==> config.mk <==
export PLATFORM = sky130hd
export DESIGN_NAME = ddr_port_arbiter_flat
export DESIGN_NICKNAME = d
export VERILOG_FILES = /design/src/rtl/ddr_port_arbiter_pkg.sv /design/src/rtl/ddr_port_arbiter_if.sv /design/src/rtl/ddr_port_arbiter_rr.sv /design/src/rtl/ddr_port_arbiter.sv /design/src/flat_wrapper.sv
export SDC_FILE = /design/constraint.sdc
export NUM_CORES = 1
export LEC_CHECK = 0
export ABC_CLOCK_PERIOD_IN_PS = 13400
export BUFFER_PORTS_ARGS = -buffer_cell sky130_fd_sc_hd__buf_2
export CAP_MARGIN = 40
export CORE_MARGIN = 2
export CORE_UTILIZATION = 37
export CTS_CLUSTER_SIZE = 40
export DETAILED_ROUTE_END_ITERATION = 10
export SLEW_MARGIN = 20
export SYNTH_ARGS = -nofsm -noshare
export SYNTH_HDL_FRONTEND = slang
export SYNTH_HIERARCHICAL = 1
export SYNTH_SLANG_ARGS = --single-unit
export TNS_END_PERCENT = 5
==> constraint.sdc <==
create_clock -name clk_i -period 13.4 [get_ports clk_i]
set_input_delay 0.67 -clock clk_i [delete_from_list [all_inputs] [get_ports clk_i]]
set_output_delay 0.67 -clock clk_i [all_outputs]
set_load 0.05 [all_outputs]
==> src/rtl/ddr_port_arbiter_pkg.sv <==
// Shared types for the DDR port arbiter slice.
// Request buffers, FSM states and a small modulo helper.
package ddr_port_arbiter_pkg;

  localparam int DDR_ADDR_W = 16;
  localparam int DDR_DATA_W = 32;

  typedef logic [DDR_ADDR_W-1:0] ddr_address_t;
  typedef logic [DDR_DATA_W-1:0] ddr_data_t;

  typedef struct packed {
    ddr_address_t addr;
    ddr_data_t    w_data;
    logic         write;
  } ddr_req_t;

  typedef enum logic [1:0] {
    IDLE,
    ISSUE,
    WAIT
  } arb_state_t;

  function automatic int wrap_inc(int v, int n);
    return (v + 1 >= n) ? 0 : v + 1;
  endfunction

endpackage

==> src/rtl/ddr_port_arbiter_if.sv <==
// Requester-side and DDR-side buses of the port arbiter.
// master: the arbiter; slave: requesters plus DDR controller.
interface ddr_port_arbiter_if #(
  parameter int NUM_REQ = 2
);
  import ddr_port_arbiter_pkg::*;

  ddr_address_t [NUM_REQ-1:0] req_ddr_address_i;
  logic         [NUM_REQ-1:0] req_ddr_w_en_i;
  logic         [NUM_REQ-1:0] req_ddr_r_en_i;
  ddr_data_t    [NUM_REQ-1:0] req_ddr_w_data_i;
  logic         [NUM_REQ-1:0] req_ddr_w_done_o;
  ddr_data_t    [NUM_REQ-1:0] req_ddr_r_data_o;
  logic         [NUM_REQ-1:0] req_ddr_r_valid_o;

  ddr_address_t ddr_address_o;
  logic         ddr_w_en_o;
  logic         ddr_r_en_o;
  ddr_data_t    ddr_w_data_o;
  logic         ddr_w_done_i;
  ddr_data_t    ddr_r_data_i;
  logic         ddr_r_valid_i;

  modport master (
    input  req_ddr_address_i, req_ddr_w_en_i,
    input  req_ddr_r_en_i, req_ddr_w_data_i,
    output req_ddr_w_done_o, req_ddr_r_data_o,
    output req_ddr_r_valid_o,
    output ddr_address_o, ddr_w_en_o,
    output ddr_r_en_o, ddr_w_data_o,
    input  ddr_w_done_i, ddr_r_data_i,
    input  ddr_r_valid_i
  );

  modport slave (
    output req_ddr_address_i, req_ddr_w_en_i,
    output req_ddr_r_en_i, req_ddr_w_data_i,
    input  req_ddr_w_done_o, req_ddr_r_data_o,
    input  req_ddr_r_valid_o,
    input  ddr_address_o, ddr_w_en_o,
    input  ddr_r_en_o, ddr_w_data_o,
    output ddr_w_done_i, ddr_r_data_i,
    output ddr_r_valid_i
  );

endinterface

==> src/rtl/ddr_port_arbiter_rr.sv <==
// Combinational round-robin pick: first request at or after ptr.
// Search wraps modulo NUM_REQ.
module round_robin_arbiter #(
  parameter int NUM_REQ   = 2,
  parameter int REQ_IDX_W = $clog2(NUM_REQ)
) (
  input  logic [NUM_REQ-1:0]   req,
  input  logic [REQ_IDX_W-1:0] ptr,
  output logic [NUM_REQ-1:0]   grant,
  output logic [REQ_IDX_W-1:0] grant_idx,
  output logic                 any_grant
);

  logic [REQ_IDX_W-1:0] idx;

  always_comb begin
    grant     = '0;
    grant_idx = '0;
    any_grant = 1'b0;
    idx       = '0;
    for (int i = 0; i < NUM_REQ; i++) begin
      if (int'(ptr) + i >= NUM_REQ)
        idx = REQ_IDX_W'(int'(ptr) + i - NUM_REQ);
      else
        idx = REQ_IDX_W'(int'(ptr) + i);
      if (!any_grant && req[idx]) begin
        any_grant  = 1'b1;
        grant[idx] = 1'b1;
        grant_idx  = idx;
      end
    end
  end

endmodule

==> src/rtl/ddr_port_arbiter.sv <==
// Shares one DDR port among NUM_REQ pulse-style masters.
// One buffered request per master, round-robin grant, one DDR op at a time.
module ddr_port_arbiter
  import ddr_port_arbiter_pkg::*;
#(
  parameter int NUM_REQ   = 2,
  parameter int REQ_IDX_W = $clog2(NUM_REQ)
) (
  input  logic                 clk_i,
  input  logic                 rst_i,
  ddr_port_arbiter_if.master   bus,
  output logic                 busy_o,
  output logic [REQ_IDX_W-1:0] grant_idx_o,
  output logic                 err_o
);

  arb_state_t             state_q, state_d;
  ddr_req_t [NUM_REQ-1:0] pend_q;
  logic     [NUM_REQ-1:0] pend_v_q;
  ddr_req_t               cur_q;
  logic [REQ_IDX_W-1:0]   owner_q, ptr_q;
  logic                   err_q;

  logic [NUM_REQ-1:0]   grant, take, drop;
  logic [REQ_IDX_W-1:0] grant_idx;
  logic                 any_grant, grant_en;
  logic                 resp_ok, resp_bad, err_set;

  round_robin_arbiter #(
    .NUM_REQ  (NUM_REQ),
    .REQ_IDX_W(REQ_IDX_W)
  ) u_rr (
    .req      (pend_v_q),
    .ptr      (ptr_q),
    .grant    (grant),
    .grant_idx(grant_idx),
    .any_grant(any_grant)
  );

  // A master that is buffered or currently owns the port has one outstanding.
  always_comb begin
    take = '0;
    drop = '0;
    for (int k = 0; k < NUM_REQ; k++) begin
      if (bus.req_ddr_w_en_i[k] || bus.req_ddr_r_en_i[k]) begin
        if (pend_v_q[k] ||
            (state_q != IDLE && owner_q == REQ_IDX_W'(k)))
          drop[k] = 1'b1;
        else
          take[k] = 1'b1;
      end
    end
  end

  always_comb begin
    state_d  = state_q;
    grant_en = 1'b0;
    resp_ok  = 1'b0;
    resp_bad = 1'b0;
    bus.ddr_w_en_o        = 1'b0;
    bus.ddr_r_en_o        = 1'b0;
    bus.req_ddr_w_done_o  = '0;
    bus.req_ddr_r_valid_o = '0;
    unique case (state_q)
      IDLE: begin
        resp_bad = bus.ddr_w_done_i | bus.ddr_r_valid_i;
        if (any_grant) begin
          grant_en = 1'b1;
          state_d  = ISSUE;
        end
      end
      ISSUE: begin
        resp_bad       = bus.ddr_w_done_i | bus.ddr_r_valid_i;
        bus.ddr_w_en_o = cur_q.write;
        bus.ddr_r_en_o = ~cur_q.write;
        state_d        = WAIT;
      end
      WAIT: begin
        resp_ok  = cur_q.write ? bus.ddr_w_done_i : bus.ddr_r_valid_i;
        resp_bad = cur_q.write ? bus.ddr_r_valid_i : bus.ddr_w_done_i;
        bus.req_ddr_w_done_o[owner_q]  = resp_ok & cur_q.write;
        bus.req_ddr_r_valid_o[owner_q] = resp_ok & ~cur_q.write;
        if (resp_ok) state_d = IDLE;
      end
      default: state_d = IDLE;
    endcase
  end

  assign err_set = (|drop) |
                   (|(bus.req_ddr_w_en_i & bus.req_ddr_r_en_i)) |
                   resp_bad;

  always_ff @(posedge clk_i or posedge rst_i) begin
    if (rst_i) state_q <= IDLE;
    else       state_q <= state_d;
  end

  always_ff @(posedge clk_i or posedge rst_i) begin
    if (rst_i) begin
      pend_q   <= '0;
      pend_v_q <= '0;
      cur_q    <= '0;
      owner_q  <= '0;
      ptr_q    <= '0;
      err_q    <= 1'b0;
    end else begin
      pend_v_q <= (pend_v_q & ~({NUM_REQ{grant_en}} & grant)) | take;
      for (int k = 0; k < NUM_REQ; k++) begin
        if (take[k]) begin
          pend_q[k].addr   <= bus.req_ddr_address_i[k];
          pend_q[k].w_data <= bus.req_ddr_w_data_i[k];
          pend_q[k].write  <= bus.req_ddr_w_en_i[k];
        end
      end
      if (grant_en) begin
        owner_q <= grant_idx;
        cur_q   <= pend_q[grant_idx];
        ptr_q   <= REQ_IDX_W'(wrap_inc(int'(grant_idx), NUM_REQ));
      end
      err_q <= err_q | err_set;
    end
  end

  assign bus.ddr_address_o    = cur_q.addr;
  assign bus.ddr_w_data_o     = cur_q.w_data;
  assign bus.req_ddr_r_data_o = {NUM_REQ{bus.ddr_r_data_i}};

  assign busy_o      = (state_q != IDLE) | (|pend_v_q);
  assign grant_idx_o = owner_q;
  assign err_o       = err_q;

endmodule

==> src/flat_wrapper.sv <==
// flat-port wrapper written by rule: the top's interface ports become plain ports
module ddr_port_arbiter_flat import ddr_port_arbiter_pkg::*;
#(
  parameter int NUM_REQ   = 2,
  parameter int REQ_IDX_W = $clog2(NUM_REQ)
)
  (clk_i, rst_i, busy_o, grant_idx_o, err_o, bus_req_ddr_address_i, bus_req_ddr_w_en_i, bus_req_ddr_r_en_i, bus_req_ddr_w_data_i, bus_req_ddr_w_done_o, bus_req_ddr_r_data_o, bus_req_ddr_r_valid_o, bus_ddr_address_o, bus_ddr_w_en_o, bus_ddr_r_en_o, bus_ddr_w_data_o, bus_ddr_w_done_i, bus_ddr_r_data_i, bus_ddr_r_valid_i);
  ddr_port_arbiter_if #(.NUM_REQ(NUM_REQ)) bus_i ();
  input  logic clk_i;
  input  logic rst_i;
  output logic busy_o;
  output logic [REQ_IDX_W-1:0] grant_idx_o;
  output logic err_o;
  input wire logic [$bits(bus_i.req_ddr_address_i)-1:0] bus_req_ddr_address_i;
  input wire logic [$bits(bus_i.req_ddr_w_en_i)-1:0] bus_req_ddr_w_en_i;
  input wire logic [$bits(bus_i.req_ddr_r_en_i)-1:0] bus_req_ddr_r_en_i;
  input wire logic [$bits(bus_i.req_ddr_w_data_i)-1:0] bus_req_ddr_w_data_i;
  output wire logic [$bits(bus_i.req_ddr_w_done_o)-1:0] bus_req_ddr_w_done_o;
  output wire logic [$bits(bus_i.req_ddr_r_data_o)-1:0] bus_req_ddr_r_data_o;
  output wire logic [$bits(bus_i.req_ddr_r_valid_o)-1:0] bus_req_ddr_r_valid_o;
  output wire logic [$bits(bus_i.ddr_address_o)-1:0] bus_ddr_address_o;
  output wire logic [$bits(bus_i.ddr_w_en_o)-1:0] bus_ddr_w_en_o;
  output wire logic [$bits(bus_i.ddr_r_en_o)-1:0] bus_ddr_r_en_o;
  output wire logic [$bits(bus_i.ddr_w_data_o)-1:0] bus_ddr_w_data_o;
  input wire logic [$bits(bus_i.ddr_w_done_i)-1:0] bus_ddr_w_done_i;
  input wire logic [$bits(bus_i.ddr_r_data_i)-1:0] bus_ddr_r_data_i;
  input wire logic [$bits(bus_i.ddr_r_valid_i)-1:0] bus_ddr_r_valid_i;
  assign bus_i.req_ddr_address_i = bus_req_ddr_address_i;
  assign bus_i.req_ddr_w_en_i = bus_req_ddr_w_en_i;
  assign bus_i.req_ddr_r_en_i = bus_req_ddr_r_en_i;
  assign bus_i.req_ddr_w_data_i = bus_req_ddr_w_data_i;
  assign bus_req_ddr_w_done_o = bus_i.req_ddr_w_done_o;
  assign bus_req_ddr_r_data_o = bus_i.req_ddr_r_data_o;
  assign bus_req_ddr_r_valid_o = bus_i.req_ddr_r_valid_o;
  assign bus_ddr_address_o = bus_i.ddr_address_o;
  assign bus_ddr_w_en_o = bus_i.ddr_w_en_o;
  assign bus_ddr_r_en_o = bus_i.ddr_r_en_o;
  assign bus_ddr_w_data_o = bus_i.ddr_w_data_o;
  assign bus_i.ddr_w_done_i = bus_ddr_w_done_i;
  assign bus_i.ddr_r_data_i = bus_ddr_r_data_i;
  assign bus_i.ddr_r_valid_i = bus_ddr_r_valid_i;
  ddr_port_arbiter #(.NUM_REQ(NUM_REQ), .REQ_IDX_W(REQ_IDX_W)) u_core (.clk_i(clk_i), .rst_i(rst_i), .bus(bus_i), .busy_o(busy_o), .grant_idx_o(grant_idx_o), .err_o(err_o));
endmodule
==> results_dict.tcl, run 1 <==
set metrics [dict create \
    ioPinCount 257 \
    seqPwrFrac_pct 34.3 \
    area_growth_pct 12.6 \
    max_freq_mhz 400 \
    drive_above_1_share_pct 44.3 \
    clock_sinks 154 \
    crit_chain "inv_1, or2_2, nor2_1, buf_2" \
    fp.dieW_um 143 \
    hold_ws_ns 0.340 \
    period_minus_slack_ns 2.50 \
    synth_warnings 6 \
    hold_viol 0 \
    ant_nets 0 \
    power_mw 2.46 \
    hpwl_um 11200 \
    grt_pass1_wl_um 24600 \
    crit_type "flip-flop to output port" \
    clock_latency_ns 0.42 \
    dieArea_um2 20500 \
    clock_skew_ns 0.0125 \
    final_util_pct 42.8 \
    antenna_found_initial 1 \
    vias 4227 \
    num_rows 50 \
    reg2reg_depth 4 \
    maxSlewHeadroom_pct 50.0 \
    grtUsageTotal_pct 15.9 \
    p_clk_share_pct 20.9 \
    cp.depth 4 \
    setup_slack_ns 10.90 \
    maxCapViolations 0 \
    cp.buffers_inverters 2 \
    synth_cell_types 29 \
    critPathRequiredTime_ns 12.73 \
    drt-initial-drc-count 135 \
    grt_setup_unrepaired "no" \
    finalMaxSlewViolations 0 \
    place_area_um2 7420 \
    dpl_worst_slack_ns 10.86 \
    drc 0 \
    grt.overflow.total 0 \
    start_util_pct 38.0 \
    wl_per_cell_um 17.4 \
    synth.yosys.seq_area_share_pct 53.7 \
    ys_ff_latch 154 \
    cts_root_buf "clkbuf_16" \
    p_switching_mw 1.00 \
    routed_via_density 4.65 \
    crit_path_end_kind "output port" \
    finalCritPeriodShare_pct 18.7 \
    holdBufCountCts 0 \
    r2r-end "u_core/pend_q[66]" \
    postCtsSetupBuffers 0 \
    cts_tree "built" \
    multi_input_comb_area_um2 2320 \
    swShare_pct 40.6 \
    arrival_ns 1.83 \
    cts_resized 0 \
    fillCellCount 1807 \
    stdcell_count 909 \
    startpoint_type "flip-flop" \
    dp.cells 876 \
    worst_pin_slew_ns 0.750 \
    routed_wl_um 15800 \
    p_int_mw 1.46 \
    syn_inst 586 \
    routabilityCongestion 0.746 \
    hp-class "input pin to asynchronous set/reset pin" \
    clkTransAtPathRegs_ns 0.06 \
    setup-violations-final 0 \
    critical_path.top_delay_family "flip-flops" \
    die_h_um 143 \
    fin_nets 772 \
    cellPowerDensity_nw_per_um2 305 \
    p_leak_nw 3.72 \
    r2r_slack_ns 11.05 \
    tns_ns 0 \
    status "complete, no violations" \
    htree_levels 4 \
    numCtsBuffers 17 \
    grt_pass1_vias 4644 \
    postLayoutCellArea_um2 8080 \
    grt_max_degree 75 \
    dr.pass1.iters 4 \
    seq_area_um2 3850 \
    peakVddDrop_uv 145 \
    core_um2 18900 \
    comb_power_share_pct 44.8 \
    port_buffers 160 \
    synth_nets 722 \
    rr_startpoint "u_core/state_q[0]" \
    syn_avg_cell_area_um2 12.3 \
    syn_area_um2 7180 \
    slowest_delay_ns 0.51 \
    clockBufferDepth 2 \
    cp_slowest_cell "dfrtp_1" \
    path_max_fanout 7 \
]
-- cell families after synthesis --
group,count (synthesis),share of synthesized area [%]
flops,154,53.7
mux,147,22.2
buf+inv,146,14.3
simple gates,71,4.20
compound gates,68,5.65
-- cell type report --
class | instances | share of cell area, %
Clock buffer | 21 | 5.82
Timing Repair Buffer | 170 | 11.4
Antenna cell | 1 | 0.0310
Inverter | 7 | 0.387
Multi-Input combinational cell | 286 | 28.7
Tap cell | 260 | 4.02
Clock inverter | 10 | 2.03
Sequential cell | 154 | 47.7
-- cells in the final DEF (no fill, tap or decap), drive strengths merged --
cell and count:
buf 170, dfrtp 154, mux2 96, nor2 56, a21oi 53, mux2i 51
clkbuf 21, inv 9, or2 5, bufinv 4, nand2b 3, nand2 3
clkinv 3, a21boi 3, a211oi 2, nor3 2, o21ai 2, o211ai 2
a22o 2, diode 1, clkinvlp 1, nor3b 1, a221oi 1, o21bai 1
o211a 1, o221ai 1, nand3 1
-- cell usage after synthesis --
library cell | number | share of area, %
mux2i_1 | 51 | 7.1
o211ai_1 | 2 | 0.21
nand2b_1 | 3 | 0.26
or2_4 | 1 | 0.12
nand3_1 | 1 | 0.070
mux2_1 | 18 | 2.8
nor3b_2 | 1 | 0.17
buf_4 | 118 | 12
o211a_1 | 1 | 0.14
a22o_1 | 2 | 0.24
o221ai_1 | 1 | 0.12
a21oi_1 | 53 | 3.7
nand2_1 | 3 | 0.16
o21bai_1 | 1 | 0.10
buf_1 | 1 | 0.052
nor3_1 | 2 | 0.14
or2_1 | 1 | 0.087
buf_2 | 6 | 0.42
or2_2 | 3 | 0.26
inv_1 | 7 | 0.37
o21ai_0 | 2 | 0.14
a221oi_1 | 1 | 0.12
dfrtp_1 | 154 | 54
clkbuf_1 | 10 | 0.52
buf_6 | 4 | 0.63
a211oi_4 | 2 | 0.56
nor2_1 | 56 | 2.9
a21boi_1 | 3 | 0.31
mux2_2 | 78 | 12
-- power by group through the flow --
stage	Clock [mW]	Combinational (mW)	Sequential, mW
floorplan	0	1.04	0.816
global placement	0	1.08	0.842
detailed placement	0	1.11	0.855
CTS	0.529	1.11	0.847
global route	0.552	1.20	0.876
finish	0.514	1.10	0.844
-- worst reg2reg max path, cell delays in order, from the launching register on --
cell	delay, ns
dfrtp_1	0.43
or2_4	0.31
a211oi_4	0.51
buf_4	0.55
mux2_2	0.44
-- per-layer routing --
layer | vias up | global-route usage (%) | share of wire, % | wire length (µm)
li1 | 1981 | - | - | -
met1 | 2083 | 17.4 | 39 | 6120
met2 | 102 | 27.7 | 51 | 8090
met3 | 61 | 5.60 | 6.6 | 1050
met4 | 0 | 7.33 | 3.5 | 551
met5 | - | 0 | 0 | 0
-- registers in the layout, summed over array words and instances, names as in the netlist --
name                      cells
u_core/state_q                2
u_core/err_o                  1
u_core/cur_q                  1
u_core/grant_idx_o            1
u_core/pend_v_q               2
u_core/ptr_q                  1
u_core/bus.ddr_address_o     16
u_core/pend_q                98
u_core/bus.ddr_w_data_o      32
-- worst max path at each step --
stage | from | slack, ns | to
after floorplan | rst_i | 8.58 | u_core/bus.ddr_address_o[0]
after global placement | bus_req_ddr_r_en_i[0] | 10.50 | u_core/pend_q[43]
after detailed placement | u_core/pend_v_q[1] | 10.86 | u_core/bus.ddr_w_data_o[22]
after CTS | u_core/pend_v_q[1] | 10.83 | u_core/bus.ddr_w_data_o[22]
after global routing | u_core/grant_idx_o | 10.79 | bus_req_ddr_r_valid_o[1]
final | u_core/grant_idx_o | 10.90 | bus_req_ddr_r_valid_o[1]
Power figures use the tool's default switching activity.
==> inputs of run 2 (changes only) <==
--- a/config.mk
+++ b/config.mk
@@ -5,7 +5,8 @@
 export SDC_FILE = /design/constraint.sdc
 export NUM_CORES = 1
 export LEC_CHECK = 0
-export ABC_CLOCK_PERIOD_IN_PS = 13400
+export ABC_AREA = 1
+export ABC_CLOCK_PERIOD_IN_PS = 2000
 export BUFFER_PORTS_ARGS = -buffer_cell sky130_fd_sc_hd__buf_2
 export CAP_MARGIN = 40
 export CORE_MARGIN = 2
==> constraint.sdc (replaced) <==
create_clock -name clk_i -period 2 [get_ports clk_i]
set_input_delay 0.1 -clock clk_i [delete_from_list [all_inputs] [get_ports clk_i]]
set_output_delay 0.1 -clock clk_i [all_outputs]
set_load 0.05 [all_outputs]
==> run 2 against run 1 <==
  * Utilization rose by 4.2 points
  * Non-clock buffer count up 104
  * Clock power rose to 6.3 times the previous value
  * First-iteration DRC count increased by 130%
  * Total power grew to 6.2 times the previous value
  * Sequential share of layout area fell by 5.2 points
  * Highest routed layer unchanged
==> results_dict.tcl, run 2 <==
set metrics [dict create \
    antenna_found_initial 0 \
    die_h_um 144 \
    ioPinCount 257 \
    port_buffers 160 \
    grt_setup_unrepaired "no" \
    routabilityCongestion 0.799 \
    hold_viol 0 \
    p_switching_mw 6.64 \
    path_max_fanout 4 \
    layout_common_cells "nand2_1 (315), buf_2 (160), dfrtp_1 (154)" \
    dr.pass1.iters 4 \
    cts_resized 0 \
    dieArea_um2 20700 \
    largest_reg_flops 98 \
    synth.top_cells.by_count "nand2_1 (316), dfrtp_1 (154), buf_4 (112)" \
    num_rows 51 \
    grt_pass1_wl_um 28400 \
    core_um2 19300 \
    dpl_worst_slack_ns 0.398 \
    p_clk_share_pct 21.5 \
    async_flop_share_pct 100 \
    syn_area_um2 7250 \
    drive_above_1_share_pct 21.0 \
    startpoint_type "flip-flop" \
    crit_type "flip-flop to output port" \
    clkTransAtPathRegs_ns 0.06 \
    area_growth_pct 25.3 \
    comb_power_share_pct 42.7 \
    synth_top_area_share_pct 53.2 \
    p_leak_nw 4.83 \
    synth_most_common_cell "nand2_1" \
    grtUsageTotal_pct 17.8 \
    cellPowerDensity_nw_per_um2 1670 \
    cts_root_buf "clkbuf_16" \
    clock_latency_ns 0.42 \
    mostFrequentLayoutCell "nand2_1" \
    ys_ff_latch 154 \
    synth_cell_types 21 \
    setup_slack_ns 0.153 \
    crit_top_cell "inv_1" \
    cp_slowest_cell "dfrtp_1" \
    max_freq_mhz 541 \
    routed_wl_um 17800 \
    clockBufferDepth 2 \
    hpwl_um 11000 \
    crit_chain "inv_1, nor2_1, inv_1, nor3_1, buf_2" \
    yosysTopAreaCell "dfrtp_1" \
    htree_levels 4 \
    cts_tree "built" \
    p_int_mw 8.51 \
    setup-violations-final 0 \
    ys.flop_type "dfrtp_1" \
    numCtsBuffers 17 \
    synth_area_leaders "dfrtp_1 (53%), nand2_1 (16%), buf_4 (12%), nand3_1 (7.0%), inv_1 (3.3%)" \
    maxCapViolations 0 \
    drt-initial-drc-count 309 \
    status "complete, no violations" \
    slowest_delay_ns 0.44 \
    seqPwrFrac_pct 35.8 \
    ant_nets 0 \
    grt_max_degree 83 \
    period_minus_slack_ns 1.85 \
    critical_path.top_delay_family "buffers and inverters" \
    maxSlewHeadroom_pct 69.6 \
    swShare_pct 43.8 \
    vias 5726 \
    crit_path_end_kind "output port" \
    critPathRequiredTime_ns 1.90 \
    fp.dieW_um 144 \
    routed_via_density 4.48 \
    clock_sinks 154 \
    r2r_slack_ns 0.38 \
    antenna_cells 0 \
    drc 0 \
    finalMaxSlewViolations 0 \
    peakVddDrop_uv 912 \
    finalCritPeriodShare_pct 92.4 \
    regMostFlops "u_core/pend_q" \
    worst_pin_slew_ns 0.455 \
    hp-class "input pin to flip-flop" \
    wl_per_cell_um 13.9 \
    synth_nets 998 \
    start_util_pct 37.5 \
    syn_avg_cell_area_um2 8.41 \
    synth.yosys.seq_area_share_pct 53.2 \
    clock_skew_ns 0.0117 \
    cp.buffers_inverters 3 \
    synth_warnings 6 \
    grt.overflow.total 0 \
    grt_pass1_vias 5555 \
    fin_nets 1139 \
    synth_edf_count 0 \
    arrival_ns 1.75 \
    syn_inst 862 \
    power_mw 15.2 \
]
## run 2: cell count changes after synthesis, sizes merged, moves of 4 or more
cell,before,now
a21oi,53,4
nand3,1,103
or2,5,1
nand2,3,319
nor2,56,11
buf,129,140
mux2i,51,0
o21ai,2,50
mux2,96,0
inv,7,63
## run 2: through the flow
stage / cell area [µm²] / cells / hold WS (ns) / util [%] / TNS (ns)
after CTS: 9080 / 1278 / 0.0400 / 47.0 / 0
final: 9080 / 1278 / 0.0665 / 47.0 / 0
after global placement: 7500 / 1150 / 0.201 / 38.8 / 0
after global routing: 9080 / 1278 / 0.0658 / 47.0 / 0
after detailed placement: 7500 / 1150 / 0.201 / 38.8 / 0
after floorplan: 7250 / 862 / 0.233 / - / -7.00
## run 2: worst paths after layout
path	start	endpoint	cells past startpoint
max	u_core/state_q[1]	bus_req_ddr_r_valid_o[0]	5
min	bus_req_ddr_r_en_i[1]	u_core/err_o	5
max reg2reg	u_core/pend_v_q[1]	u_core/bus.ddr_w_data_o[30]	7
min reg2reg	u_core/pend_q[38]	u_core/pend_q[38]	2
max in group asynchronous	rst_i	u_core/bus.ddr_w_data_o[28]	4
min in group asynchronous	rst_i	u_core/bus.ddr_w_data_o[5]	4
## run 2: repair_timing
| action | CTS | global route |
|---|---|---|
| setup buffers | 0 | 0 |
| endpoints found under the hold margin | 252 | 0 |
| hold buffers | 99 | 0 |
## run 2: area by class of cell
| class | instances | area (µm²) |
|---|---|---|
| sequential | 154 | 3850 |
| inverter | 63 | 240 |
| clock inverter | 8 | 120 |
| multi-input combinational | 493 | 2110 |
| timing repair buffer | 274 | 1950 |
| tap | 265 | 332 |
| clock buffer | 21 | 470 |
| fill | 1841 | 10300 |
## run 2: power groups by stage
stage	registers (mW)	logic (mW)	clock network [mW]
2_1_floorplan	5.27	5.80	0
3_3_place_gp	5.46	6.27	0
3_5_place_dp	5.46	6.41	0
4_1_cts	5.43	6.57	3.37
5_1_grt	5.60	7.25	3.47
6_report	5.43	6.47	3.26
## run 2: cells by family (layout without fill, tap and decap cells)
| family | after synthesis | count (layout) | synth area share [%] |
|---|---|---|---|
| compound gates | 54 | 54 | 3.78 |
| buf+inv | 215 | 366 | 17.9 |
| flops | 154 | 154 | 53.2 |
| simple gates | 439 | 439 | 25.1 |
## run 2: worst register-to-register path: stages, from the launching register on
cell and delay [ns]:
dfrtp_1 0.40, inv_1 0.09, a21oi_1 0.25, inv_1 0.12, nor2_4 0.12, buf_4 0.35, nand2_1 0.13, nand3_1 0.10
## run 2: per-layer routing
layer	wire length, µm	vias to the layer above	GRT usage [%]
li1	-	2849	-
met1	8210	2662	24.0
met2	8250	194	28.0
met3	1110	21	4.57
met4	232	0	5.73
met5	0	-	0
==> inputs of run 3 (changes only) <==
--- a/config.mk
+++ b/config.mk
@@ -13,7 +13,8 @@
 export CORE_UTILIZATION = 37
 export CTS_CLUSTER_SIZE = 40
 export DETAILED_ROUTE_END_ITERATION = 10
-export SLEW_MARGIN = 20
+export PLACE_DENSITY_LB_ADDON = 0.05
+export SLEW_MARGIN = 10
 export SYNTH_ARGS = -nofsm -noshare
 export SYNTH_HDL_FRONTEND = slang
 export SYNTH_HIERARCHICAL = 1
==> run 3 against run 2 <==
  * Non-clock buffer count is 3 higher
  * Worst hold slack got worse by 0.049 ns
  * Routed wire length grew 4.2%
  * Utilization barely moved
  * Global-route usage up 0.61 points
  * Clock power decreased by 7.4%
  * Die area stayed put
  * Count of clock-buffer cells in the layout is 1 higher
  * Sequential share of layout area barely moved
  * Sequential power about the same
  * Critical path type unchanged
==> results_dict.tcl, run 3 (synthesized netlist as in run 2, its figures left out) <==
set metrics [dict create \
    status "complete, no violations" \
    finalMaxSlewViolations 0 \
    path_max_fanout 4 \
    startpoint_type "flip-flop" \
    worst_pin_slew_ns 0.597 \
    fp.dieW_um 144 \
    drc 0 \
    max_freq_mhz 522 \
    core_um2 19300 \
    clock_skew_ns 0.00850 \
    area_growth_pct 25.2 \
    power_mw 15.0 \
    fillCellCount 1952 \
    setup-violations-final 0 \
    regMostFlops "u_core/pend_q" \
    largest_reg_flops 98 \
    p_leak_nw 4.84 \
    fin_nets 1142 \
    grtUsageTotal_pct 18.4 \
    num_rows 51 \
    layout_common_cells "nand2_1 (315), buf_2 (158), dfrtp_1 (154)" \
    antenna_cells 0 \
    drt-initial-drc-count 356 \
    setup_slack_ns 0.0855 \
    maxCapViolations 0 \
    routabilityCongestion 0.736 \
    stdcell_count 1282 \
    vias 5796 \
    ant_nets 0 \
    routed_via_density 4.52 \
    drive_above_1_share_pct 21.2 \
    routed_wl_um 18600 \
    htree_levels 4 \
    dpl_worst_slack_ns 0.331 \
    die_h_um 144 \
    finalCritPeriodShare_pct 95.7 \
    start_util_pct 37.5 \
    crit_path_end_kind "output port" \
    hp-class "input pin to flip-flop" \
    dr.pass1.iters 4 \
    ioPinCount 257 \
    wl_per_cell_um 14.5 \
    cellPowerDensity_nw_per_um2 1650 \
    final_util_pct 46.9 \
    peakVddDrop_uv 790 \
    mostFrequentLayoutCell "nand2_1" \
    cts_root_buf "clkbuf_16" \
    hold_viol 0 \
    grt_max_degree 62 \
    hpwl_um 12300 \
    period_minus_slack_ns 1.91 \
    grt.overflow.total 0 \
    postCtsSetupBuffers 0 \
    crit_type "flip-flop to output port" \
    dp.cells 1153 \
    critPathRequiredTime_ns 1.90 \
    hold_ws_ns 0.0179 \
    port_buffers 160 \
    r2r_slack_ns 0.36 \
    clockBufferDepth 2 \
    antenna_found_initial 0 \
    clock_latency_ns 0.43 \
    grt_pass1_vias 5720 \
    clkTransAtPathRegs_ns 0.06 \
    maxSlewHeadroom_pct 60.1 \
    cts_tree "built" \
    arrival_ns 1.81 \
    dieArea_um2 20700 \
    grt_pass1_wl_um 29500 \
    clock_sinks 154 \
    numCtsBuffers 17 \
]
==> run 3: final timing paths <==
path	from	end	depth (start not counted)
setup / recovery	u_core/state_q[1]	bus_req_ddr_r_valid_o[0]	5
hold / removal	bus_req_ddr_r_en_i[1]	u_core/err_o	5
setup reg to reg	u_core/state_q[0]	u_core/bus.ddr_w_data_o[2]	6
hold reg to reg	u_core/pend_q[23]	u_core/pend_q[23]	2
max in group asynchronous	rst_i	u_core/bus.ddr_w_data_o[25]	4
min in group asynchronous	rst_i	u_core/pend_q[6]	3
==> run 3: metal layers <==
metal  global-route usage, %  vias to the layer above  routed length (µm)  part of all wire (%)
met1                    25.2                     2725                8790                    47
met5                       0                        -                   0                     0
li1                        -                     2856                   -                     -
met4                    5.11                        0                 211                   1.1
met3                    4.40                       30                1190                   6.4
met2                    29.2                      185                8370                    45
==> run 3: power breakdown <==
group	internal (mW)	switching [mW]
clock	1.79	1.23
sequential	4.60	0.847
combinational	1.91	4.61
==> run 3: critical path: stages, from the launching register on <==
cell and delay (ns):
dfrtp_1 0.45, inv_1 0.08, nor2_1 0.24, inv_1 0.13, nor3_1 0.20, clkbuf_4 0.28
==> run 3: per-stage QoR <==
| step | setup TNS, ns | instance area [µm²] |
|---|---|---|
| 6_report | 0 | 9080 |
| 4_1_cts | 0 | 9070 |
| 3_3_place_gp | 0 | 7530 |
| 5_1_grt | -0.0204 | 9080 |
| 3_5_place_dp | 0 | 7530 |
| 2_1_floorplan | -7.00 | 7250 |
==> run 3: what timing repair did <==
item                                    in CTS  in global routing
hold buffers                                99                  0
endpoints found under the setup margin       0                  2
endpoints found under the hold margin      116                  0
gates resized for setup                      0                  2
==> run 3: area by class of cell <==
type / count / area [µm²] / area share [%]
well taps: 265 / 332 / 3.65
repair buffers: 277 / 1990 / 22.0
inverters: 63 / 240 / 2.65
multi-input cells: 493 / 2110 / 23.3
clock inverters: 8 / 71.3 / 0.786
flip-flops and latches: 154 / 3850 / 42.5
clock buffers: 22 / 474 / 5.22
